File: src/rtl/nco_io_pkg.sv
// Shared sizing, FSM encoding and frame timing for the X/Y chunk serializer.
// Frame cycles are counted from the capture edge: cycle 1 is Rdy, chunks start at cycle 2, sign cycle is 8.
package nco_io_pkg;

  localparam int DW         = 12;
  localparam int CW         = 2;
  localparam int NCH        = DW / CW;
  localparam int CHUNK0_CYC = 2;
  localparam int SIGN_CYC   = 8;

  typedef enum logic [1:0] {
    ST_IDLE  = 2'd0,
    ST_REQ   = 2'd1,
    ST_SHIFT = 2'd2,
    ST_SIGN  = 2'd3
  } state_t;

endpackage

File: src/rtl/xy_serializer.sv
// Serializes a captured X/Y sample as NCH chunks (LSB first) after a one-cycle Rdy strobe; 8-cycle frame.
// Backpressure: in_ready is high only in IDLE and SIGN, so upstream holds data until the frame is done.
module xy_serializer
  import nco_io_pkg::*;
#(
  parameter int DW  = nco_io_pkg::DW,
  parameter int CW  = nco_io_pkg::CW,
  parameter int NCH = nco_io_pkg::DW / nco_io_pkg::CW
) (
  input  logic          clk,
  input  logic          rst,
  input  logic [DW-1:0] Xdata,
  input  logic [DW-1:0] Ydata,
  input  logic          ISdata,
  input  logic          in_valid,
  output logic          in_ready,
  output logic          Rdy,
  output logic [CW-1:0] Xout,
  output logic [CW-1:0] Yout,
  output logic          ISout,
  input  logic          Vld,
  output logic          frame_err
);

  localparam int CNTW = (NCH > 1) ? $clog2(NCH) : 1;

  state_t          r_state;
  logic [CNTW-1:0] r_cnt;
  logic [DW-1:0]   r_xsh;
  logic [DW-1:0]   r_ysh;
  logic            r_is;
  logic            w_cap;

  assign w_cap = in_valid && in_ready;

  always_ff @(posedge clk or posedge rst) begin
    if (rst) begin
      r_state   <= ST_IDLE;
      r_cnt     <= '0;
      r_xsh     <= '0;
      r_ysh     <= '0;
      r_is      <= 1'b0;
      in_ready  <= 1'b1;
      Rdy       <= 1'b0;
      Xout      <= '0;
      Yout      <= '0;
      ISout     <= 1'b0;
      frame_err <= 1'b0;
    end else begin
      Rdy <= 1'b0;
      if (w_cap) begin
        r_xsh <= Xdata;
        r_ysh <= Ydata;
        r_is  <= ISdata;
      end
      // Vld belongs exactly to the SIGN cycle; anything else is a framing error
      if (Vld != (r_state == ST_SIGN)) begin
        frame_err <= 1'b1;
      end
      case (r_state)
        ST_IDLE: begin
          if (w_cap) begin
            r_state  <= ST_REQ;
            Rdy      <= 1'b1;
            in_ready <= 1'b0;
          end
        end
        ST_REQ: begin
          r_state <= ST_SHIFT;
          r_cnt   <= '0;
          Xout    <= r_xsh[CW-1:0];
          Yout    <= r_ysh[CW-1:0];
          r_xsh   <= r_xsh >> CW;
          r_ysh   <= r_ysh >> CW;
          ISout   <= r_is;
        end
        ST_SHIFT: begin
          if (r_cnt == CNTW'(NCH - 1)) begin
            r_state  <= ST_SIGN;
            in_ready <= 1'b1;
          end else begin
            r_cnt <= r_cnt + CNTW'(1);
            Xout  <= r_xsh[CW-1:0];
            Yout  <= r_ysh[CW-1:0];
            r_xsh <= r_xsh >> CW;
            r_ysh <= r_ysh >> CW;
          end
        end
        ST_SIGN: begin
          // A capture here starts the next frame back-to-back
          if (w_cap) begin
            r_state  <= ST_REQ;
            Rdy      <= 1'b1;
            in_ready <= 1'b0;
          end else begin
            r_state <= ST_IDLE;
          end
        end
        default: r_state <= ST_IDLE;
      endcase
    end
  end

endmodule

File: config.mk
export PLATFORM = sky130hd
export DESIGN_NAME = xy_serializer
export DESIGN_NICKNAME = d
export VERILOG_FILES = /design/src/rtl/nco_io_pkg.sv /design/src/rtl/xy_serializer.sv
export SDC_FILE = /design/constraint.sdc
export NUM_CORES = 1
export LEC_CHECK = 0
export BUFFER_PORTS_ARGS = -buffer_cell sky130_fd_sc_hd__buf_2
export CAP_MARGIN = 20
export CORE_ASPECT_RATIO = 1.2
export CORE_MARGIN = 5
export CORE_UTILIZATION = 30
export DETAILED_ROUTE_END_ITERATION = 12
export PLACE_DENSITY = 0.56
export SLEW_MARGIN = 0
export SYNTH_ARGS = -nofsm -noshare
export SYNTH_HDL_FRONTEND = slang
export SYNTH_SLANG_ARGS = --single-unit
export TNS_END_PERCENT = 50
File: constraint.sdc
create_clock -name clk -period 3.77 [get_ports clk]
set_input_delay 0.1885 -clock clk [delete_from_list [all_inputs] [get_ports clk]]
set_output_delay 0.1885 -clock clk [all_outputs]
set_load 0.02 [all_outputs]
==> results.yml <==
synth:
  synth_mux_area_share_pct: 15.6
  netlist.area_leader.share_pct: 49.7
  synth_compound_area_share_pct: 16.6
  synthSimpleGateAreaFrac_pct: 5.78
  syn_inst: 144
  synth_ff_type: "dfrtp_1"
  synth_largest_area_cell: "dfrtp_1"
  netlist_area_um2: 1860
  yosys_warnings: 0
  syn_area_per_cell_um2: 12.9
  async_flop_share_pct: 100
  synthXorXnorAreaFrac_pct: 0.470
  ys_top_cells_by_count: "dfrtp_1 (37), mux2i_1 (20), o2bb2ai_1 (20), mux2_2 (8), ha_1 (7)"
  ys_seq_area_share_pct: 51.1
  synth-edff-count: 0
  yosysMostFrequentCell: "dfrtp_1"
  ys_types: 31
  synth_fa_ha_area_share_pct: 4.70
  synth_top_family_by_area: "compound AO/OA/AOI/OAI gates"
  synth_seq_cells: 38
  ys_top_cells_by_area: "dfrtp_1 (50%), mux2i_1 (11%), o2bb2ai_1 (9.4%), mux2_2 (4.8%), ha_1 (4.7%)"
  syn_nets: 180
clock_tree:
  cts_buffers: 5
  clkLatencyLatePin_ps: 280
  clk_path_buf_depth: 2
  clkTransAtPathRegs_ps: 70
  cts_tree: "done"
  cts_setup_buffers: 0
  cts_resized: 0
  cts.sinks: 38
  root_buffer: "clkbuf_8"
  htreeDepth: 2
  cts_hold_buf: 0
placed_design:
  dp_slack_ps: 1780
  gp_congestion: 0.717
  dp_hpwl_um: 2510
  portBuffers: 36
die:
  core_um2: 6050
  dieArea_um2: 7890
  fp-row-count: 31
  ios: 37
  die_h_um: 96.3
  initial_utilization_pct: 30.8
  die_x_um: 81.9
critical_path:
  crit_fanout: 24
  crit_buf_inv: 1
  cp_data_arrival_time_ps: 2130
  critPathKind: "flip-flop to flip-flop"
  slowest_stage: "and2_1"
  critPathMaxStageDelay_ps: 800
  critPathRequiredTime_ps: 3900
  critPathTopFamily: "simple AND/OR/NAND/NOR gates"
  start_kind: "flip-flop"
  worst_setup_path_end_kind: "flip-flop"
  worstPathCellList: "inv_1 > ha_1 > and2_1 > o2bb2ai_1"
route:
  post_drt_wl_per_cell_um: 14.1
  drc: 0
  drt-total-wl_um: 3670
  drt_iter0_drc: 96
  viasPerCell: 4.65
  vias: 1208
  ant_nets: 0
  drtPass1Iterations: 4
global_routing:
  track_usage_pct: 10.0
  grt_pass1_wl_um: 5930
  grt_pass1_vias: 1252
  grt_start_max_net_pins: 39
  overflow: 0
  antenna_found_initial: 0
timing:
  finalCriticalPeriod_ps: 2000
  setup_viol: 0
  fin_crit_sh_pct: 53.0
  finalMaxSlewViolations: 0
  slew_headroom_pct: 35.2
  final-hold-violation-count: 0
  clock.fmax_mhz: 500
  fin_worst_skew_ps: 5.55
  rsz0062_at_grt: "no"
  fin_ws_ps: 1770
  worst_pin_slew_ps: 972
  tns_ps: 0
pwr:
  peakVddDrop_uv: 269
  p_leak_nw: 1.05
  power-per-cell-area_nw_per_um2: 798
layout:
  final_nets: 215
  synthToLayoutAreaGrowth_pct: 15.5
  antenna_cells: 0
  drive_gt1_share_pct: 34.3
  fin_util_pct: 35.5
  nFillCells: 624
min_path:
  min_path_type: "primary input to asynchronous set/reset pin"
job:
  maxCapViolCount: 0
outcome:
  outcome: "finished clean"
metal layers:
layer / wire length (µm) / global-route usage (%) / part of all wire [%] / vias to the layer above
met1: 1610 / 11.9 / 44 / 582
met5: 0 / 0 / 0 / -
li1: - / - / - / 590
met4: 67 / 4.16 / 1.8 / 0
met3: 231 / 3.56 / 6.3 / 6
met2: 1750 / 16.2 / 48 / 30
registers in the layout (all words and copies together), names as in the netlist:
signal     count
r_ysh         12
Yout           2
ISout          1
in_ready       1
r_cnt          3
frame_err      1
Xout           2
Rdy            1
r_state        2
r_xsh         12
r_is           1
layout make-up:
cell class	instances	area, µm²	area share, %
clock buffers	6	82.6	3.84
inverters	6	22.5	1.05
multi-input cells	91	803	37.3
flip-flops and latches	38	952	44.3
well taps	82	103	4.77
repair buffers	37	188	8.73
cell families (layout without fill, tap and decap cells):
logic type	after synthesis	in the layout
buffers and inverters	15	49
adders and majority gates	7	7
and+or+nand+nor	19	19
xor gates and xnor gates	1	1
DFF	38	38
AOI/OAI and AO/OA	36	36
muxes	28	28
final timing paths:
kind                                 start         to  slack [ps]  cells after the start
worst max-delay path            r_state[1]   r_xsh[2]        1770                      4
worst min-delay path                   rst      ISout          20                      3
worst max register to register  r_state[1]   r_xsh[2]        1770                      4
worst min register to register   frame_err  frame_err         470                      1
max in group asynchronous              rst   in_ready        3400                      3
min in group clk                       Vld  frame_err         130                      3
power by group:
part           switching, mW  leakage [nW]  internal, mW
sequential            0.0938         0.492         0.565
combinational          0.461         0.518         0.321
clock                  0.134        0.0431         0.141
total                  0.688          1.05          1.03
worst register-to-register path: stages, from the launching register on:
cell	delay, ps
dfrtp_1	420
inv_1	100
ha_1	380
and2_1	800
o2bb2ai_1	140
metrics by stage:
stage | std cells | power, mW | cell area (µm²) | hold slack [ps]
2_1_floorplan | 144 | 1.38 | 1860 | 316
3_3_place_gp | 254 | 1.46 | 2070 | 337
3_5_place_dp | 254 | 1.47 | 2070 | 341
4_1_cts | 260 | 1.75 | 2150 | 31.5
5_1_grt | 260 | 1.86 | 2150 | 60.7
6_report | 260 | 1.72 | 2150 | 15.5
placed cells by master, fill, tap and decap left out, drive strengths merged:
master / count
nand2: 5
nand4b: 1
clkbuf: 6
o21a: 1
and2: 1
mux2: 8
nand2b: 3
a22o: 1
a21oi: 5
o21ai: 4
dfstp: 1
o31ai: 1
inv: 6
a311oi: 1
o2bb2ai: 20
nand3: 5
xnor2: 1
a21boi: 3
dfrtp: 37
mux2i: 20
ha: 7
nor2: 4
buf: 37
Note: power is estimated with default switching activity, not from simulation.
